## src/rtl/memory_req_arbiter.sv

```systemverilog
// memory_req_arbiter
//   Front-end scheduler for the home-node memory block. Four requesters
//   (D-cache request, D-cache reply, I-cache reply, IN-fifos) share the
//   memory block's single input port. One requester is picked round-robin,
//   its payload is latched, and exactly one memory-side valid is driven
//   until mem_access_done. The winner is then acked for one cycle and the
//   arbiter returns to IDLE through that ACK bubble.
//
//   Optional feature (macro MEM_ARB_WATCHDOG_EN): a BUSY watchdog. If no
//   mem_access_done arrives within TIMEOUT_CYCLES BUSY cycles, the access
//   is abandoned, the winner is acked and timeout_err pulses with the ack.
//   Without the macro there is no counter, timeout_err is tied low and BUSY
//   waits indefinitely.
//
// Ports
//   clk, rst                      clock, asynchronous active-low reset
//   v_d_req/v_d_rep/v_i_rep/v_INfifos  request valids, held until acked
//   d_head_in/d_addr_in/d_data_in D-cache payload (shared by d_req, d_rep)
//   i_addr_in                     I-cache address
//   infifos_*_in                  IN-fifo payload
//   mem_access_done               memory block finished the current access
//   v_*_o                         one-hot valids to the memory block
//   head_o/addr_o/data_o          latched payload to the memory block
//   ack_*                         one-cycle completion pulses
//   grant_id                      winner: 0=d_req 1=d_rep 2=i_rep 3=infifos
//   busy                          high in BUSY and ACK
//   timeout_err                   one-cycle watchdog pulse
module memory_req_arbiter #(
  parameter int TIMEOUT_CYCLES = 255,
  parameter int CNT_W          = 8
) (
  input  logic         clk,
  input  logic         rst,
  input  logic         v_d_req,
  input  logic         v_d_rep,
  input  logic         v_i_rep,
  input  logic         v_INfifos,
  input  logic [15:0]  d_head_in,
  input  logic [31:0]  d_addr_in,
  input  logic [127:0] d_data_in,
  input  logic [31:0]  i_addr_in,
  input  logic [15:0]  infifos_head_in,
  input  logic [31:0]  infifos_addr_in,
  input  logic [127:0] infifos_data_in,
  input  logic         mem_access_done,
  output logic         v_d_req_o,
  output logic         v_d_rep_o,
  output logic         v_i_rep_o,
  output logic         v_INfifos_o,
  output logic [15:0]  head_o,
  output logic [31:0]  addr_o,
  output logic [127:0] data_o,
  output logic         ack_d_req,
  output logic         ack_d_rep,
  output logic         ack_i_rep,
  output logic         ack_infifos,
  output logic [1:0]   grant_id,
  output logic         busy,
  output logic         timeout_err
);

  typedef enum logic [1:0] {
    IDLE = 2'd0,
    BUSY = 2'd1,
    ACK  = 2'd2
  } state_t;

  state_t     state;
  logic [1:0] rr_ptr;
  logic [3:0] vld_q;
  logic [3:0] ack_q;
  logic [3:0] req_vec;
  logic [1:0] pick;

`ifdef MEM_ARB_WATCHDOG_EN
  // The last BUSY cycle on which done is still accepted; the counter is 0
  // on the first BUSY cycle, so it equals TIMEOUT_CYCLES-1 on the limit cycle.
  localparam logic [CNT_W-1:0] TIMEOUT_LIM = CNT_W'(TIMEOUT_CYCLES - 1);

  logic [CNT_W-1:0] wd_cnt;
  logic             timeout_q;

  assign timeout_err = timeout_q;
`else
  assign timeout_err = 1'b0;
`endif

  // Bit order matches grant_id encoding.
  assign req_vec = {v_INfifos, v_i_rep, v_d_rep, v_d_req};
  assign {v_INfifos_o, v_i_rep_o, v_d_rep_o, v_d_req_o} = vld_q;
  assign {ack_infifos, ack_i_rep, ack_d_rep, ack_d_req} = ack_q;

  // First asserted request searching ptr, ptr+1, ... (mod 4). Scanning the
  // offsets from farthest to nearest lets the nearest hit overwrite the rest.
  function automatic logic [1:0] rr_pick(input logic [3:0] req,
                                         input logic [1:0] ptr);
    logic [1:0] idx;
    rr_pick = ptr;
    for (int k = 3; k >= 0; k--) begin
      idx = ptr + 2'(k);
      if (req[idx]) rr_pick = idx;
    end
  endfunction

  assign pick = rr_pick(req_vec, rr_ptr);

  always_ff @(posedge clk or negedge rst) begin
    if (!rst) begin
      state    <= IDLE;
      rr_ptr   <= '0;
      vld_q    <= '0;
      ack_q    <= '0;
      grant_id <= '0;
      busy     <= 1'b0;
      head_o   <= '0;
      addr_o   <= '0;
      data_o   <= '0;
`ifdef MEM_ARB_WATCHDOG_EN
      wd_cnt    <= '0;
      timeout_q <= 1'b0;
`endif
    end else begin
      // Acks and the watchdog flag are single-cycle pulses.
      ack_q <= '0;
`ifdef MEM_ARB_WATCHDOG_EN
      timeout_q <= 1'b0;
`endif
      case (state)
        IDLE: begin
          if (|req_vec) begin
            grant_id <= pick;
            vld_q    <= 4'b0001 << pick;
            busy     <= 1'b1;
            state    <= BUSY;
            // Payload is captured only here and held through BUSY.
            case (pick)
              2'd0, 2'd1: begin
                head_o <= d_head_in;
                addr_o <= d_addr_in;
                data_o <= d_data_in;
              end
              2'd2: begin
                head_o <= '0;
                addr_o <= i_addr_in;
                data_o <= '0;
              end
              default: begin
                head_o <= infifos_head_in;
                addr_o <= infifos_addr_in;
                data_o <= infifos_data_in;
              end
            endcase
`ifdef MEM_ARB_WATCHDOG_EN
            wd_cnt <= '0;
`endif
          end
        end

        BUSY: begin
          // Request valids are not looked at here; only done (or the
          // watchdog) ends the access. Done on the limit cycle wins.
          if (mem_access_done) begin
            vld_q  <= '0;
            ack_q  <= 4'b0001 << grant_id;
            rr_ptr <= grant_id + 2'd1;
            state  <= ACK;
          end
`ifdef MEM_ARB_WATCHDOG_EN
          else if (wd_cnt == TIMEOUT_LIM) begin
            vld_q     <= '0;
            ack_q     <= 4'b0001 << grant_id;
            rr_ptr    <= grant_id + 2'd1;
            timeout_q <= 1'b1;
            state     <= ACK;
          end else begin
            wd_cnt <= wd_cnt + CNT_W'(1);
          end
`endif
        end

        ACK: begin
          // One-cycle bubble so the acked requester can drop its valid
          // before the next arbitration.
          busy  <= 1'b0;
          state <= IDLE;
        end

        default: begin
          vld_q <= '0;
          busy  <= 1'b0;
          state <= IDLE;
        end
      endcase
    end
  end

endmodule

```

## config.mk

```make
export PLATFORM = sky130hd
export DESIGN_NAME = memory_req_arbiter
export DESIGN_NICKNAME = d
export VERILOG_FILES = /design/src/rtl/memory_req_arbiter.sv
export SDC_FILE = /design/constraint.sdc
export NUM_CORES = 1
export LEC_CHECK = 0
export ABC_AREA = 1
export CAP_MARGIN = 20
export CORE_AREA = 2 2 225 227
export DETAILED_ROUTE_END_ITERATION = 12
export DIE_AREA = 0 0 227 229
export GPL_TIMING_DRIVEN = 1
export SLEW_MARGIN = 20
export SYNTH_ARGS = -nofsm -noshare
export SYNTH_HDL_FRONTEND = slang
export SYNTH_SLANG_ARGS = --single-unit
export TNS_END_PERCENT = 30
```

## constraint.sdc

```tcl
create_clock -name clk -period 2.75 [get_ports clk]
set_clock_uncertainty 0.1 [all_clocks]
set_input_delay 0.55 -clock clk [delete_from_list [all_inputs] [get_ports clk]]
set_output_delay 0.55 -clock clk [all_outputs]
set_load 0.02 [all_outputs]
```

### Word level (Yosys, flattened, before mapping)

Index checks and enable logic that the tools add are counted.

* ROM bits: 0
* input bits: 391
* bits in registers: 191
* latch bits: 0
* output and inout port bits: 188
* memories: 0
* logic and storage cells: 61
* memory bits (writable): 0

* reduce and logical (&&, ||, !) cells: 9
* divide/modulo/power cells: 0
* add/sub/neg operators: 4
* equal/unequal tests: 6
* magnitude comparators: 4
* bitwise operators: 2
* shifts and indexed selects: 2
* mux-type cells: 25
* $mul: 0

Operator list (number)
* $pmux W128 S2: 1
* $pmux W32 S2: 1
* $pmux W16 S2: 1
* $mux W4: 4
* $lt A2 B3 Y1 const B: 4
* $mux W2: 6
* $pmux W4 S3: 1
* $bmux W1 S2: 4
* $reduce_and A2 Y1: 4
* $shl A1 B2 Y4 const A: 2
* $mux W1: 5
* $add A2 B1 Y2 const B: 2
* $add A2 B2 Y2 const B: 2
* $eq A2 B1 Y1 const B: 2
* $eq A2 B2 Y1 const B: 2
* $logic_not A2 Y1: 2
* $ne A2 B2 Y1 const B: 2
* $pmux W2 S2: 1
* $reduce_or A4 Y1: 1
* $reduce_and A3 Y1: 1
* $not A1 Y1: 2
* $pmux W1 S2: 1
* $reduce_or A2 Y1: 1

### Logic depth before layout (Yosys ltp)

Gate-level depths: netlist of the first run.

* word-level depth: 10
* mapped depth: 17
* depth with buffers taken out: 14

### Worst setup path after synthesis of the first run

Ideal clock, no wire load.

* kind: input -> register
* start point: input v_INfifos
* end point: register vld_q[1]
* setup time: 0.066 ns
* path slack: 0.768 ns
* required time: 2.584 ns
* stages on the path: 8
* buffers on the path: 3
* arrival: 1.816 ns
* cells stage by stage: nor4_1 -> nor2_1 -> inv_1 -> buf_2 -> buf_2 -> clkbuf_1 -> nand3_1 -> nand2_1

* cells in the longest elaborated chain, start to end: 9
* elaborated cells on any way between the ends: 18
* classes of those cells: 1 x eq/ne; 1 x shift; 14 x mux; 2 x reduce/logical

RTL lines
* from (decl): line 37 `input logic v_INfifos,`
* $bmux W1 S2: line 101 `if (req[idx]) rr_pick = idx;`
* $mux W1 (implied by the code): line 101
* $mux W2 (4 in a row): line 101
* $shl A1 B2 Y4: line 132 `vld_q <= 4'b0001 << pick;`
* $mux W4: line 130 `if (|req_vec) begin`
* $pmux W4 S3: line 128 `case (state)`
* to (signal assigned): line 132
* to (decl): line 70 `logic [3:0] vld_q;`

Several ways; a longest one is shown, not always the timed one. The select of a mux whose other input is x is not followed.
A chain may end at the register's enable or synchronous reset.

### Worst setup path in the final report of the first run

* start point: register rr_ptr[0]
* end point: register data_o[103]

* cells in the longest elaborated chain, start to end: 10
* elaborated cells on any way between the ends: 20
* classes of those cells: 3 x add/sub; 2 x eq/ne; 13 x mux; 2 x reduce/logical

RTL lines
* from (decl): line 69 `logic [1:0] rr_ptr;`
* from (signal assigned): line 165 `rr_ptr <= grant_id + 2'd1;`
* $add A2 B2 Y2: line 100 `idx = ptr + 2'(k);`
* $bmux W1 S2: line 101
* $mux W1 (implied by the code): line 101
* $mux W2 (3 in a row): line 101
* $mux W2 *: line 101
* $eq A2 B1 Y1 / $logic_not A2 Y1 (equally long branches): line 136 `case (pick)`
* $reduce_or A2 Y1: line 136
* $pmux W128 S2 *: line 136
* to (signal assigned): line 140 `data_o <= d_data_in;`
* to (signal assigned): line 150 `data_o <= infifos_data_in;`
* to (decl): line 52 `output logic [127:0] data_o,`

Mark *: on every way between the ends. The rest lies on a longest branch, timed or not. The select of a mux whose other input is x is not followed.

==> impl_metrics.tcl, run 1 <==
set metrics [dict create \
    startpoint "rr_ptr[0]" \
    root_buffer "clkbuf_16" \
    cts_buffers 17 \
    yosysWarnings 0 \
    irDropWorstVdd_v 0.000984 \
    synthMuxAreaShare 0 \
    place_inst 2430 \
    nNetsFinal 2173 \
    fin_crit_sh 0.855 \
    synth.largest_area_cell "dfrtp_1" \
    tightest_slew_ns 0.572 \
    antenna_cells 0 \
    path_depth 12 \
    synth_most_common_cell "nand2_1" \
    drv_slew 0 \
    regToRegSetupSlack_ns 0.40 \
    p_per_area_mw_per_mm2 1180 \
    highest_layer "met5" \
    drt-initial-drc-count 527 \
    htreeDepth 4 \
    max_freq_mhz 425 \
    hp-class "register to register" \
    cp_slowest_cell "dfrtp_1" \
    worstPathRequired_ns 3.07 \
    ys_ff_latch 191 \
    start_util 0.195 \
    post_dp_cell_area_mm2 0.0164 \
    wl_per_cell_um 16.7 \
    gp_congestion 0.875 \
    synth_top_family_by_area "simple AND/OR/NAND/NOR gates" \
    met2_wirelength_um 20300 \
    design_area_mm2 0.0170 \
    first_pass_iters 5 \
    ioPinCount 579 \
    synth_compound_area_frac 0.0170 \
    status "completed" \
    path_buf_inv 3 \
    netlist.area_leader.share 0.493 \
    path_class "register to register" \
    grt_start_max_net_pins 84 \
    max_stage_delay_ns 0.56 \
    path_cells "inv_4 -> nand2_1 -> nand2_1 -> o21ai_1 -> a21oi_1 -> nand2_2 -> nand2_2 -> nor2_4 -> buf_12 -> buf_12 -> nand2_1 -> nand3_1" \
    netlist_instances 1221 \
    endpoint "data_o[103]" \
    rsz0062_at_grt "no" \
    antenna_found_initial 1 \
    grt_pass1_wl_um 62200 \
    post_cts_buffers 0 \
    row_count 82 \
    drcViolationCount 0 \
    cts_sinks 191 \
    overflow 0 \
    wl_met1_um 16400 \
    maxSlewHeadroom 0.619 \
    avgSynthCellArea_um2 7.94 \
    drive_gt1_frac 0.0815 \
    finalSetupViolations 0 \
    cp-start-kind "register" \
    io_buffer_count 577 \
    cp_max_fo 26 \
    layout_min_cycle_time_ns 2.35 \
    leakage_nw 7.54 \
    grt.total_usage 0.157 \
    met3WireLength_um 3260 \
    cts_buffer_depth 2 \
    r2r_end "data_o[103]" \
    synthFlopType "dfrtp_1" \
    synthTopCellsByCount "nand2_1 (441), nand3_1 (277), dfrtp_1 (191)" \
    viasPerCell 4.27 \
    end_kind "register" \
    tritoncts "yes" \
    synth_edf_count 0 \
    worstPathArrival_ns 2.67 \
    wirelength_um 41200 \
    ys_seq_area_frac 0.493 \
    r2r-start "rr_ptr[0]" \
    crit_family "simple AND/OR/NAND/NOR gates" \
    area.sequential_mm2 0.00478 \
    synthDistinctLibCells 30 \
    synthToLayoutAreaGrowth_pct 75.5 \
    power.total_w 0.0200 \
    syn_area_mm2 0.00970 \
    antenna_left 0 \
    insertion_delay_ns 0.48 \
    grt_pass1_vias 10900 \
    multi_input_area_mm2 0.00410 \
    layout.cells.non_filler 2463 \
    vias 10500 \
    die_area_mm2 0.0520 \
    hold_viol 0 \
    die_w_um 227 \
    place_hpwl_um 30800 \
    async_reset_ff_frac 1.00 \
    clkSlewWorstSetupHoldPaths_ns 0.07 \
    synthTopCellsByArea "dfrtp_1 (49%), nand2_1 (17%), nand3_1 (14%), nand3_2 (4.3%), inv_1 (3.2%)" \
    dieHeight_um 229 \
    core-area_mm2 0.0497 \
    cap_violations 0 \
    synthXorXnorAreaFrac 0 \
    yosys.area_share.simple 0.398 \
    nFillCells 5222 \
    cp_common_cell "nand2_1" \
    syn_nets 1616 \
    synth_fa_ha_area_frac 0.00516 \
    rr_worst_depth 12 \
]
## kinds of logic after synthesis
| group | count (synthesis) |
|---|---|
| AO/OA/AOI/OAI | 32 |
| adder cells (fa/ha/maj) | 4 |
| buffers and inverters | 172 |
| flip-flops | 191 |
| other | 1 |
| AND/OR/NAND/NOR | 821 |
## registers in the layout (all words and copies together) (netlist names)
register,cells
vld_q,4
data_o,128
ack_q,4
grant_id,2
state,2
busy,1
rr_ptr,2
addr_o,32
head_o,16
## metal layers
metal  vias up  global-route usage
li1       5044                   -
met1      5010               0.178
met2       404               0.272
met3        62              0.0489
met4         2              0.0660
met5         -                   0
## layout make-up
cell class / count / share of cell area
timing repair buffer: 623 / 0.373
sequential: 191 / 0.281
multi-input combinational: 858 / 0.241
tap: 672 / 0.0494
clock buffer: 20 / 0.0274
inverter: 87 / 0.0198
clock inverter: 12 / 0.00875
## where the power goes
| part | leakage [nW] | internal, W | switching (W) | total, W |
|---|---|---|---|---|
| Clock | 0.300 | 0.00143 | 0.00125 | 0.00269 |
| Sequential | 2.39 | 0.00415 | 0.000808 | 0.00495 |
| Combinational | 4.85 | 0.00510 | 0.00728 | 0.0124 |
| Total | 7.54 | 0.0107 | 0.00934 | 0.0200 |
## worst register-to-register path: stages, from the launching register on
cell and delay, ns:
dfrtp_1 0.56, inv_4 0.11, nand2_1 0.10, nand2_1 0.05, o21ai_1 0.22, a21oi_1 0.09
nand2_2 0.10, nand2_2 0.14, nor2_4 0.20, buf_12 0.21, buf_12 0.22, nand2_1 0.11
nand3_1 0.09
## metrics by stage
stage	TNS (ns)	hold slack [ns]	utilization	setup WS [ns]
after floorplan	0	0.154	-	0.768
after global placement	0	0.365	0.330	0.0361
after detailed placement	-0.0455	0.364	0.330	-0.0301
after CTS	0	0.385	0.343	0.320
after global routing	0	0.398	0.343	0.200
final	0	0.383	0.343	0.398
## what timing repair did
item | in CTS | in global routing
resized for setup | 0 | 0
endpoints found under the hold margin | 44 | 0
hold buffers | 1 | 0
## cell usage in the layout, fill, tap and decap left out
cell type and count:
inv_4 2, o21ai_1 1, nand2_4 2, clkdlybuf4s50_1 576, nand2_1 441, inv_2 2, clkbuf_16 17, dlygate4sd3_1 1
nand3_1 277, buf_4 27, o21a_1 1, nand2_2 4, or2_2 12, nand4_1 12, nor2_1 7, conb_1 1
inv_1 81, o21ai_0 27, ha_1 4, nand3b_1 20, clkinvlp_4 1, bufinv_16 2, clkbuf_8 4, nor2_4 3
inv_8 1, a21oi_1 2, dfrtp_1 191, inv_6 5, buf_12 18, nor4_1 1, clkinv_1 1, o31ai_1 1
nand3_2 42, clkinv_4 4
## worst min path at each step
stage | start | endpoint | slack [ns] | cells after the start
5_1_grt | addr_o[23] | addr_o[23] | 0.40 | 2
2_1_floorplan | rst | ack_q[0] | 0.15 | 0
3_3_place_gp | addr_o[17] | addr_o[17] | 0.36 | 2
4_1_cts | addr_o[23] | addr_o[23] | 0.38 | 2
3_5_place_dp | addr_o[23] | addr_o[23] | 0.36 | 2
6_report | addr_o[16] | addr_o[16] | 0.38 | 2
Power figures use the tool's default switching activity.
==> run 2: changes to the inputs <==
- RECOVER_POWER: default -> 25
==> impl_metrics.tcl, run 2 (synthesis gave the netlist of run 1 again) <==
set metrics [dict create \
    status "completed" \
    die_area_mm2 0.0520 \
    grt_start_max_net_pins 84 \
    cp_max_fo 26 \
    cap_violations 0 \
    hp-start "addr_o[16]" \
    wirelength_um 41200 \
    met3WireLength_um 3310 \
    largest_registers "data_o: 128 flops, addr_o: 32 flops, head_o: 16 flops" \
    drcViolationCount 0 \
    drv_slew 0 \
    start_util 0.195 \
    finalSetupViolations 0 \
    end_kind "register" \
    antenna_left 0 \
    core-area_mm2 0.0497 \
    io_buffer_count 577 \
    layout.cells.non_filler 2463 \
    hp-class "register to register" \
    rsz0062_at_grt "no" \
    gp_congestion 0.875 \
    grt_pass1_wl_um 62200 \
    worstPathArrival_ns 2.67 \
    rr_worst_depth 12 \
    tritoncts "yes" \
    vias 10500 \
    irDropWorstVdd_v 0.000990 \
    p_per_area_mw_per_mm2 1180 \
    antenna_cells 0 \
    path_cells "inv_4 -> nand2_1 -> nand2_1 -> o21ai_1 -> a21oi_1 -> nand2_2 -> nand2_2 -> nor2_4 -> buf_12 -> buf_12 -> nand2_1 -> nand3_1" \
    cts_buffer_depth 2 \
    r2r_end "data_o[103]" \
    top_register "data_o" \
    place_inst 2430 \
    worstPathRequired_ns 3.07 \
    dieHeight_um 229 \
    synthToLayoutAreaGrowth_pct 75.4 \
    path_buf_inv 3 \
    min_path_cells 2 \
    regToRegSetupSlack_ns 0.40 \
    dpl_worst_slack_ns -0.0301 \
    nFillCells 5226 \
    cts_buffers 17 \
    grt_pass1_vias 10900 \
    drt-initial-drc-count 520 \
    met2_wirelength_um 20200 \
    tightest_slew_ns 1.44 \
    wl_per_cell_um 16.7 \
    max_stage_delay_ns 0.57 \
    r2r-start "rr_ptr[0]" \
    place_hpwl_um 30800 \
    cts_sinks 191 \
    viasPerCell 4.28 \
    path_class "register to register" \
    die_w_um 227 \
    first_pass_iters 5 \
    path_depth 12 \
    crit_family "simple AND/OR/NAND/NOR gates" \
    row_count 82 \
    htreeDepth 4 \
    final_cell_mix "clkdlybuf4s50_1 (576), nand2_1 (441), nand3_1 (277)" \
    maxSlewHeadroom 0.0373 \
    antenna_found_initial 1 \
    wl_met1_um 16500 \
    drive_gt1_frac 0.0815 \
    cp_slowest_cell "dfrtp_1" \
    hold_viol 0 \
    overflow 0 \
    hold_end "addr_o[16]" \
    layout_min_cycle_time_ns 2.35 \
    tns_ns 0 \
    clkSlewWorstSetupHoldPaths_ns 0.07 \
    cp_common_cell "nand2_1" \
    max_freq_mhz 426 \
    largest_reg_flops 128 \
    finalHoldWorstSlack_ns 0.382 \
    highest_layer "met5" \
    ioPinCount 579 \
    setup_ws_ns 0.401 \
    insertion_delay_ns 0.48 \
    layout_commonest_cell "clkdlybuf4s50_1" \
    leakage_nw 7.54 \
    nNetsFinal 2173 \
    root_buffer "clkbuf_16" \
    fin_crit_sh 0.854 \
    grt.total_usage 0.157 \
    cp-start-kind "register" \
]
==> run 2: changes by cell type in the layout (fill, tap and decap cells not counted) <==
cell	previous run	this run
clkbuf_8	4	3
buf_4	27	25
clkbuf_2	0	3
==> run 2: layout make-up <==
cell class,count,area (um2),share of cell area
Inverter,87,337,0.0198
Timing Repair Buffer,623,6340,0.373
Multi-Input combinational cell,858,4100,0.241
Tap cell,672,841,0.0494
Clock buffer,20,467,0.0274
Clock inverter,12,149,0.00876
Sequential cell,191,4780,0.281
==> run 2: repair_timing <==
item                      in CTS  in global routing
hold endpoints to repair      44                  0
gates resized for setup        0                  0
hold buffers                   1                  0
buffers inserted               0                  0
==> run 2: worst max path at each step <==
stage,startpoint,endpoint
after global placement,v_INfifos,data_o[103]
after global routing,rr_ptr[0],data_o[25]
after floorplan,v_INfifos,vld_q[1]
after detailed placement,v_d_rep,data_o[103]
final,rr_ptr[0],data_o[103]
after CTS,grant_id[0],grant_id[0]
==> run 2: layer usage <==
| layer | vias up | global-route usage |
|---|---|---|
| li1 | 5046 | - |
| met1 | 5007 | 0.178 |
| met2 | 422 | 0.272 |
| met3 | 62 | 0.0489 |
| met4 | 2 | 0.0660 |
| met5 | - | 0 |
==> run 2: stage by stage <==
stage | instance area, um2 | util | power [W]
2_1_floorplan | 9700 | - | 0.0119
3_3_place_gp | 16400 | 0.330 | 0.0173
3_5_place_dp | 16400 | 0.330 | 0.0175
4_1_cts | 17000 | 0.343 | 0.0203
5_1_grt | 17000 | 0.342 | 0.0215
6_report | 17000 | 0.342 | 0.0200
==> run 2: tightest hold or removal path, cell delays in order (launching register included) <==
cell     delay (ns)
dfrtp_1        0.34
nand2_1        0.05
nand2_1        0.06
==> run 2: power breakdown <==
group / switching, W / internal [W]
registers: 0.000812 / 0.00415
logic: 0.00728 / 0.00510
clock network: 0.00125 / 0.00143
